File: src/rtl/intu_lane_wb_queue_if.sv
// Bus between the INTU lane, the writeback queue and the register-file write port.
// The queue takes the slave view; the lane / register-file side takes the master view.
interface intu_lane_wb_queue_if #(
    parameter int DATA_W = 32,
    parameter int REG_W  = 8,
    parameter int FU_W   = 3,
    parameter int DEPTH  = 4
);
    localparam int PKT_W = DATA_W + REG_W + 1 + FU_W;
    localparam int CNT_W = $clog2(DEPTH) + 1;

    logic              intuPacketLaneValid_i;
    logic [PKT_W-1:0]  intuPacketLane_i;
    logic              wbValid_o;
    logic [REG_W-1:0]  wbReg_o;
    logic [DATA_W-1:0] wbData_o;
    logic [FU_W-1:0]   wbFU_o;
    logic              wbGrant_i;
    logic              intuStall_o;
    logic [CNT_W-1:0]  count_o;
    logic              overflow_o;

    modport slave (
        input  intuPacketLaneValid_i,
        input  intuPacketLane_i,
        input  wbGrant_i,
        output wbValid_o,
        output wbReg_o,
        output wbData_o,
        output wbFU_o,
        output intuStall_o,
        output count_o,
        output overflow_o
    );

    modport master (
        output intuPacketLaneValid_i,
        output intuPacketLane_i,
        output wbGrant_i,
        input  wbValid_o,
        input  wbReg_o,
        input  wbData_o,
        input  wbFU_o,
        input  intuStall_o,
        input  count_o,
        input  overflow_o
    );
endinterface

File: src/rtl/intu_lane_wb_queue.sv
// Per-lane writeback FIFO behind the INTU lane: buffers result packets, drains one per
// register-file grant, and stalls issue early because the lane itself cannot be stalled.
module intu_lane_wb_queue #(
    parameter int DATA_W       = 32,
    parameter int REG_W        = 8,
    parameter int FU_W         = 3,
    parameter int DEPTH        = 4,
    parameter int STALL_MARGIN = 2
) (
    input  logic                 clk,
    input  logic                 reset,
    intu_lane_wb_queue_if.slave  bus
);
    localparam int PTR_W = $clog2(DEPTH);
    localparam int CNT_W = PTR_W + 1;
    localparam int ENT_W = DATA_W + REG_W + FU_W;
    localparam logic [CNT_W-1:0] DEPTH_C  = CNT_W'(DEPTH);
    localparam logic [CNT_W-1:0] MARGIN_C = CNT_W'(STALL_MARGIN);

    if (DEPTH < 2 || (DEPTH & (DEPTH - 1)) != 0) begin : g_bad_depth
        $error("intu_lane_wb_queue: DEPTH must be a power of two >= 2");
    end
    if (STALL_MARGIN < 1 || STALL_MARGIN >= DEPTH) begin : g_bad_margin
        $error("intu_lane_wb_queue: STALL_MARGIN must satisfy 1 <= STALL_MARGIN < DEPTH");
    end

    logic [DATA_W-1:0] pkt_data;
    logic [REG_W-1:0]  pkt_reg;
    logic              pkt_dv;
    logic [FU_W-1:0]   pkt_fu;

    assign {pkt_data, pkt_reg, pkt_dv, pkt_fu} = bus.intuPacketLane_i;

    logic [ENT_W-1:0] mem_q [DEPTH];
    logic [PTR_W-1:0] wr_ptr_q, wr_ptr_d;
    logic [PTR_W-1:0] rd_ptr_q, rd_ptr_d;
    logic [CNT_W-1:0] count_q, count_d;
    logic             stall_q, stall_d;
    logic             ovf_q, ovf_d;

    logic push, pop, head_vld, full, wr_en, drop;

    always_comb begin
        push     = bus.intuPacketLaneValid_i & pkt_dv;
        head_vld = (count_q != '0);
        pop      = head_vld & bus.wbGrant_i;
        full     = (count_q == DEPTH_C);
        // A pop in the same cycle frees the slot, so a full queue still accepts the push.
        wr_en    = push & (~full | pop);
        drop     = push & full & ~pop;

        wr_ptr_d = wr_en ? wr_ptr_q + PTR_W'(1) : wr_ptr_q;
        rd_ptr_d = pop   ? rd_ptr_q + PTR_W'(1) : rd_ptr_q;

        count_d = count_q;
        case ({wr_en, pop})
            2'b10:   count_d = count_q + CNT_W'(1);
            2'b01:   count_d = count_q - CNT_W'(1);
            default: count_d = count_q;
        endcase

        ovf_d   = ovf_q | drop;
        // Stall looks at next-cycle occupancy so in-flight issues always find a slot.
        stall_d = (DEPTH_C - count_d) < MARGIN_C;
    end

    always_ff @(posedge clk or posedge reset) begin
        if (reset) begin
            wr_ptr_q <= '0;
            rd_ptr_q <= '0;
            count_q  <= '0;
            stall_q  <= 1'b0;
            ovf_q    <= 1'b0;
        end else begin
            wr_ptr_q <= wr_ptr_d;
            rd_ptr_q <= rd_ptr_d;
            count_q  <= count_d;
            stall_q  <= stall_d;
            ovf_q    <= ovf_d;
        end
    end

    // Storage is not reset; the head outputs are masked while the queue is empty.
    always_ff @(posedge clk) begin
        if (wr_en) begin
            mem_q[wr_ptr_q] <= {pkt_data, pkt_reg, pkt_fu};
        end
    end

    logic [ENT_W-1:0] head;
    assign head = mem_q[rd_ptr_q];

    assign bus.wbValid_o   = head_vld;
    assign bus.wbData_o    = head_vld ? head[ENT_W-1 -: DATA_W]     : '0;
    assign bus.wbReg_o     = head_vld ? head[FU_W +: REG_W]         : '0;
    assign bus.wbFU_o      = head_vld ? head[FU_W-1:0]              : '0;
    assign bus.intuStall_o = stall_q;
    assign bus.count_o     = count_q;
    assign bus.overflow_o  = ovf_q;

endmodule

File: src/flat_wrapper.sv
// flat-port wrapper written by rule: the top's interface ports become plain ports
module intu_lane_wb_queue_flat 
#(
    parameter int DATA_W       = 32,
    parameter int REG_W        = 8,
    parameter int FU_W         = 3,
    parameter int DEPTH        = 4,
    parameter int STALL_MARGIN = 2
)
  (clk, reset, bus_intuPacketLaneValid_i, bus_intuPacketLane_i, bus_wbGrant_i, bus_wbValid_o, bus_wbReg_o, bus_wbData_o, bus_wbFU_o, bus_intuStall_o, bus_count_o, bus_overflow_o);
  intu_lane_wb_queue_if #(.DATA_W(DATA_W), .REG_W(REG_W), .FU_W(FU_W), .DEPTH(DEPTH)) bus_i ();
  input  logic clk;
  input  logic reset;
  input wire logic [$bits(bus_i.intuPacketLaneValid_i)-1:0] bus_intuPacketLaneValid_i;
  input wire logic [$bits(bus_i.intuPacketLane_i)-1:0] bus_intuPacketLane_i;
  input wire logic [$bits(bus_i.wbGrant_i)-1:0] bus_wbGrant_i;
  output wire logic [$bits(bus_i.wbValid_o)-1:0] bus_wbValid_o;
  output wire logic [$bits(bus_i.wbReg_o)-1:0] bus_wbReg_o;
  output wire logic [$bits(bus_i.wbData_o)-1:0] bus_wbData_o;
  output wire logic [$bits(bus_i.wbFU_o)-1:0] bus_wbFU_o;
  output wire logic [$bits(bus_i.intuStall_o)-1:0] bus_intuStall_o;
  output wire logic [$bits(bus_i.count_o)-1:0] bus_count_o;
  output wire logic [$bits(bus_i.overflow_o)-1:0] bus_overflow_o;
  assign bus_i.intuPacketLaneValid_i = bus_intuPacketLaneValid_i;
  assign bus_i.intuPacketLane_i = bus_intuPacketLane_i;
  assign bus_i.wbGrant_i = bus_wbGrant_i;
  assign bus_wbValid_o = bus_i.wbValid_o;
  assign bus_wbReg_o = bus_i.wbReg_o;
  assign bus_wbData_o = bus_i.wbData_o;
  assign bus_wbFU_o = bus_i.wbFU_o;
  assign bus_intuStall_o = bus_i.intuStall_o;
  assign bus_count_o = bus_i.count_o;
  assign bus_overflow_o = bus_i.overflow_o;
  intu_lane_wb_queue #(.DATA_W(DATA_W), .REG_W(REG_W), .FU_W(FU_W), .DEPTH(DEPTH), .STALL_MARGIN(STALL_MARGIN)) u_core (.clk(clk), .reset(reset), .bus(bus_i));
endmodule
File: config.mk
export PLATFORM = sky130hd
export DESIGN_NAME = intu_lane_wb_queue_flat
export DESIGN_NICKNAME = d
export VERILOG_FILES = /design/src/rtl/intu_lane_wb_queue_if.sv /design/src/rtl/intu_lane_wb_queue.sv /design/src/flat_wrapper.sv
export SDC_FILE = /design/constraint.sdc
export NUM_CORES = 1
export LEC_CHECK = 0
export BUFFER_PORTS_ARGS = -buffer_cell sky130_fd_sc_hd__buf_2
export CELL_PAD_IN_SITES_DETAIL_PLACEMENT = 2
export CELL_PAD_IN_SITES_GLOBAL_PLACEMENT = 2
export CORE_ASPECT_RATIO = 0.7
export CORE_MARGIN = 3
export CORE_UTILIZATION = 40
export DETAILED_ROUTE_END_ITERATION = 6
export PLACE_DENSITY_LB_ADDON = 0.1
export SLEW_MARGIN = 10
export SYNTH_ARGS = -nofsm -noshare
export SYNTH_HDL_FRONTEND = slang
export SYNTH_SLANG_ARGS = --single-unit
export TNS_END_PERCENT = 1
File: constraint.sdc
create_clock -name clk -period 3.8 [get_ports clk]
set_clock_uncertainty 0.05 [all_clocks]
set_input_delay 0.38 -clock clk [delete_from_list [all_inputs] [get_ports clk]]
set_output_delay 0.38 -clock clk [all_outputs]
set_load 0.01 [all_outputs]
# --- After elaboration in Yosys (flattened, before gate mapping) ---
# Memory sizes are Yosys's and may differ from the RTL's.
# Cells that the tools add are included.
classes:
  eq_ne: 3
  n_reduce_logical: 1
  order_cmp: 1
  n_bitwise: 9
  add_sub_neg: 5
  mux: 6
ops:
  columns: ["op", "count"]
  rows:
  - ["$mux W32", 1]
  - ["$mux W8", 1]
  - ["$pmux W3 S2", 1]
  - ["$and A1 B1 Y1", 5]
  - ["$add A2 B1 Y2 const B", 2]
  - ["$add A3 B1 Y3 const B", 1]
  - ["$eq A3 B3 Y1 const B", 1]
  - ["$lt A3 B2 Y1 const B", 1]
  - ["$mux W3", 1]
  - ["$reduce_bool A3 Y1", 1]
  - ["$sub A3 B1 Y3 const B", 1]
  - ["$sub A3 B3 Y3 const A", 1]
  - ["$eq A2 B1 Y1 const B", 1]
  - ["$eq A2 B2 Y1 const B", 1]
  - ["$mux W1", 2]
  - ["$not A1 Y1", 2]
  - ["$or A1 B1 Y1", 2]
word_totals:
  ramBits: 172
  output_inout_bits: 49
  n_memories: 1
  word_cells: 31
  register_bits: 9
memory_table:
  columns: ["memory", "depth", "width", "rd", "rd_clocked_by_memory_dff", "wr", "line_no", "source"]
  rows:
  - ["u_core.mem_q", 4, 43, 1, 0, 1, "intu_lane_wb_queue.sv:34", "logic [ENT_W-1:0] mem_q [DEPTH];"]

# --- Depth between registers and ports, before layout ---
depth:
  ltp_word: 8
  depth_mapped: 11
  mapped_depth_nobuf: 9

# --- Least setup slack after synthesis ---
# Ideal clock, no wire load.
synth_timing:
  path_kind: "reg-to-reg"
  startpoint: "register u_core.count_q[1], in the netlist u_core.bus.count_o[1]"
  endpoint: "register u_core.stall_q, in the netlist u_core.bus.intuStall_o"
  n_path_buf: 2
  path_stages_with_launch: 12
  required_time_ns: 3.673
  setup_time_ns: 0.077
  period_less_slack_ns: 3.039
  setup_slack_ns: 0.761
  t_arrival_ns: 2.911
  cell_sequence: "dfrtp_1 > buf_2 > or3_1 > clkbuf_1 > nand3_1 > fa_1 > a211oi_1 > o21a_1 > o21ai_0 > ha_1 > or4_1 > a21oi_1"
synth_between:
  elab_chain_len: 8
  word_cells_on_any_way: 13
synth_rtl:
  columns: ["item", "line_no", "source"]
  rows:
  - ["start, declared", "intu_lane_wb_queue.sv:37", "logic [CNT_W-1:0] count_q, count_d;"]
  - ["start signal, assigned", "intu_lane_wb_queue.sv:77", "count_q <= count_d;"]
  - ["$reduce_bool A3 Y1 (*)", "intu_lane_wb_queue.sv:45", "head_vld = (count_q != '0);"]
  - ["via bus_wbValid_o", "flat_wrapper.sv:17", "output wire logic [$bits(bus_i.wbValid_o)-1:0] bus_wbValid_o;"]
  - ["$and A1 B1 Y1 (*)", "intu_lane_wb_queue.sv:46", "pop = head_vld & bus.wbGrant_i;"]
  - ["$or A1 B1 Y1", "intu_lane_wb_queue.sv:49", "wr_en = push & (~full | pop);"]
  - ["$and A1 B1 Y1", "intu_lane_wb_queue.sv:49", null]
  - ["$eq A2 B1 Y1 or $eq A2 B2 Y1 (tied branches)", "intu_lane_wb_queue.sv:56", "case ({wr_en, pop})"]
  - ["$pmux W3 S2 (*)", "intu_lane_wb_queue.sv:56", null]
  - ["$sub A3 B3 Y3 (*)", "intu_lane_wb_queue.sv:64", "stall_d = (DEPTH_C - count_d) < MARGIN_C;"]
  - ["$lt A3 B2 Y1 (*)", "intu_lane_wb_queue.sv:64", null]
  - ["via u_core.stall_d", "intu_lane_wb_queue.sv:38", "logic stall_q, stall_d;"]
  - ["end signal, assigned", "intu_lane_wb_queue.sv:78", "stall_q <= stall_d;"]
  - ["end, declared", "intu_lane_wb_queue.sv:38", null]
# Mark *: on every way through the listed nets, which the timed path passes. The rest lies on a longest branch.
# A chain may end at the register's enable or synchronous reset.

# --- Worst setup path in the final report ---
layout_timing:
  startpoint: "register u_core.count_q[1], in the netlist u_core.bus.count_o[1]"
  endpoint: "register u_core.stall_q, in the netlist u_core.bus.intuStall_o"
layout_between:
  elab_chain_len: 8
  word_cells_on_any_way: 13
layout_rtl:
  columns: ["item", "line_no"]
  rows:
  - ["$reduce_bool A3 Y1 or $eq A3 B3 Y1 (tied branches)", "intu_lane_wb_queue.sv:45, intu_lane_wb_queue.sv:47"]
  - ["$and A1 B1 Y1 or $not A1 Y1 (tied branches)", "intu_lane_wb_queue.sv:46, intu_lane_wb_queue.sv:49"]
  - ["$or A1 B1 Y1", "intu_lane_wb_queue.sv:49"]
  - ["$and A1 B1 Y1", "intu_lane_wb_queue.sv:49"]
  - ["$eq A2 B1 Y1 or $eq A2 B2 Y1 (tied branches)", "intu_lane_wb_queue.sv:56"]
  - ["$pmux W3 S2 (*)", "intu_lane_wb_queue.sv:56"]
  - ["$sub A3 B3 Y3 (*)", "intu_lane_wb_queue.sv:64"]
  - ["$lt A3 B2 Y1 (*)", "intu_lane_wb_queue.sv:64"]
  - ["via u_core.stall_d", "intu_lane_wb_queue.sv:38"]
# Marks and branches as above.

==> flow_summary.yaml <==
status:
  outcome: "finished, final reports clean"
placed_design:
  place_hpwl_um: 9649
  globalplace.congestion: 0.7158
  io_buffers: 96
grt:
  grt_pass1_vias: 3994
  grt_pass1_wl_um: 23920
  antenna_found_initial: 2
  overflow: 0
  grt_usage: 0.1666
  grt_max_degree: 47
floorplan:
  die_h_um: 117.6
  dieArea_um2: 19450
  pin_count: 97
  rows: 40
  initial_utilization: 0.4109
  core_area_um2: 17320
  die_x_um: 165.4
routing:
  drtPass1Iterations: 5
  first_iter_violations: 237
  wl_per_cell_um: 22.37
  via_per_inst: 5.135
  routed_wl_um: 15370
  num_vias: 3528
  drc: 0
  detail-route-antenna-nets: 0
timing:
  setup_viol_count_final: 0
  slew_headroom: 0.5575
  period_share: 0.8226
  fmax_ghz: 0.3199
  slew_viol_final: 0
  rsz0062_at_grt: "false"
  hold_viol: 0
  tightest_slew_ns: 0.6638
  min_period_ns: 3.126
  fin_setup_tns_ns: 0
power_and_ir_drop:
  power_leakage_nw: 2.972
  p_per_area_nw_per_um2: 756.9
  ir_worst_vdd_v: 0.0004141
yosys:
  async_flop_share: 0.04972
  syn_inst: 338
  yosysSeqAreaShare: 0.7575
  post_synth.cell_area_avg_um2: 21.05
  synth_largest_area_cell: "edfxtp_1"
  synthTopCellsByCount: "172 x edfxtp_1, 47 x and2_1, 43 x mux4_2, 9 x dfrtp_1, 8 x clkbuf_1"
  synth_area_leaders: "edfxtp_1 73%, mux4_2 14%, and2_1 4.1%, dfrtp_1 3.2%, ha_1 0.88%"
  syn-num-nets: 392
  synth_cell_types: 33
  synth_edf_count: 172
  synth_most_common_cell: "edfxtp_1"
  ys_ff_latch: 181
  synth_flop_cell: "edfxtp_1"
  synth_warnings: 0
  netlist_area_um2: 7116
  yosysTopAreaCellShare: 0.7259
clocking:
  clk_latency_ns: 0.43
  cts_made_buffers: 17
  cts_tree: "built"
  clock_sinks: 181
  ctsResizeCount: 0
  clockBufferDepth: 2
  htree_levels: 4
  cts-root-buf: "clkbuf_16"
  cts.clk_slew.worst_paths_ns: 0.07
setup_path:
  r2r_start: "u_core.bus.count_o[1]"
  worstPathArrival_ns: 3.43
  r2r-end: "u_core.bus.intuStall_o"
  path_cells: "or3_2, nand3_1, fa_1, a211oi_1, o21a_1, o21ai_0, ha_1, or4_1, a21oi_1"
  critPathMaxStageDelay_ns: 0.54
  start_kind: "flop"
  critPathRequiredTime_ns: 4.10
  crit_fanout: 10
  crit_type: "reg -> reg"
  crit_path_end_kind: "flop"
  critPathBufInv: 0
  ff2ff_path_depth: 9
  crit_slowest_cell: "or3_2"
  path_delay_family: "simple AND/OR/NAND/NOR gates"
  rrSetupSlack_ns: 0.67
min_path:
  min_path_cells: 1
  hp-start: "bus_intuPacketLane_i[41]"
  hold-path-endpoint: "u_core.mem_q[0][40]"
  hp-class: "in -> reg"
layout:
  areaGrowthSynthToFinish_pct: 19.68
  drive_gt1_frac: 0.4035
  fin_util: 0.4918
  num_antenna_cells: 0
  nets: 498
flow_run:
  maxCapViolations: 0
-- cells in the final DEF (no fill, tap or decap), types with 3 or more instances in the layout --
cell / synthesis / routed
edfxtp_1: 172 / 172
buf_2: 5 / 96
mux4_2: 43 / 43
and2_1: 47 / 43
clkbuf_16: 0 / 17
dfrtp_1: 9 / 7
xnor2_1: 6 / 6
inv_1: 5 / 5
nand2_1: 5 / 5
ha_1: 5 / 5
buf_12: 0 / 5
a21oi_1: 4 / 4
and2_2: 0 / 4
clkinvlp_4: 0 / 4
clkinv_1: 0 / 3
bufinv_16: 0 / 3
buf_4: 3 / 3
-- what timing repair did --
item,in CTS,in global routing
buffers inserted,0,0
endpoints found under the hold margin,9,0
hold buffers,1,0
-- cells by family (layout without fill, tap and decap cells) --
kind of cell               after synthesis  count (layout)  share of synthesized area
AOI/OAI and AO/OA                       16              16                    0.01583
xor gates and xnor gates                 6               6                   0.007385
adders and majority gates                6               6                    0.01161
buffers and inverters                   23             141                    0.01670
DFF                                    181             181                     0.7575
muxes                                   43              43                     0.1361
and+or+nand+nor                         63              63                    0.05486
-- layer usage --
metal	up-vias	track usage	part of all wire
met2	84	0.2577	0.48
met3	19	0.04467	0.044
li1	1559	-	-
met1	1862	0.2348	0.46
met5	-	0	0.0014
met4	4	0.04519	0.011
-- registers in the layout, summed over array words and instances, names as in the netlist --
signal	flops
u_core.mem_q	172
u_core.bus.count_o	3
u_core.rd_ptr_q	2
u_core.wr_ptr_q	2
u_core.bus.intuStall_o	1
u_core.bus.overflow_o	1
-- layout make-up --
class                      count  area [um^2]
multi-input combinational    134         1613
tap                          231        289.0
sequential                   181         5395
fill                        1595         8801
timing repair buffer         105        613.1
inverter                       5        18.77
clock inverter                13        157.7
clock buffer                  18        429.2
-- how the worst max path moves through the flow --
stage / to / start / cells past startpoint / slack, ns
after detailed placement: u_core.bus.intuStall_o / u_core.bus.count_o[1] / 9 / 0.69
after global routing: u_core.bus.intuStall_o / u_core.bus.count_o[1] / 9 / 0.51
final: u_core.bus.intuStall_o / u_core.bus.count_o[1] / 9 / 0.67
after global placement: u_core.bus.intuStall_o / u_core.bus.count_o[1] / 9 / 0.84
after floorplan: u_core.bus.intuStall_o / u_core.bus.count_o[1] / 11 / 0.76
after CTS: u_core.bus.intuStall_o / u_core.bus.count_o[1] / 9 / 0.68
-- where the power goes --
group          switching [mW]  internal [mW]
combinational            1.00           1.02
sequential              0.226           2.43
clock                   0.729           1.03
total                    1.96           4.49
-- per-stage QoR --
stage                     setup WS [ns]  hold slack (ns)  instance area [um^2]  instances  power (mW)
after global routing             0.5138           0.1053                  8516        687       6.816
final                            0.6741           0.1214                  8516        687       6.446
after floorplan                  0.7612           0.1579                  7116        338       3.981
after global placement           0.8427           0.3729                  7919        655       4.735
after CTS                        0.6839           0.1018                  8516        687       6.565
after detailed placement         0.6914           0.3471                  7919        655       4.790
Power figures use the tool's default switching activity.
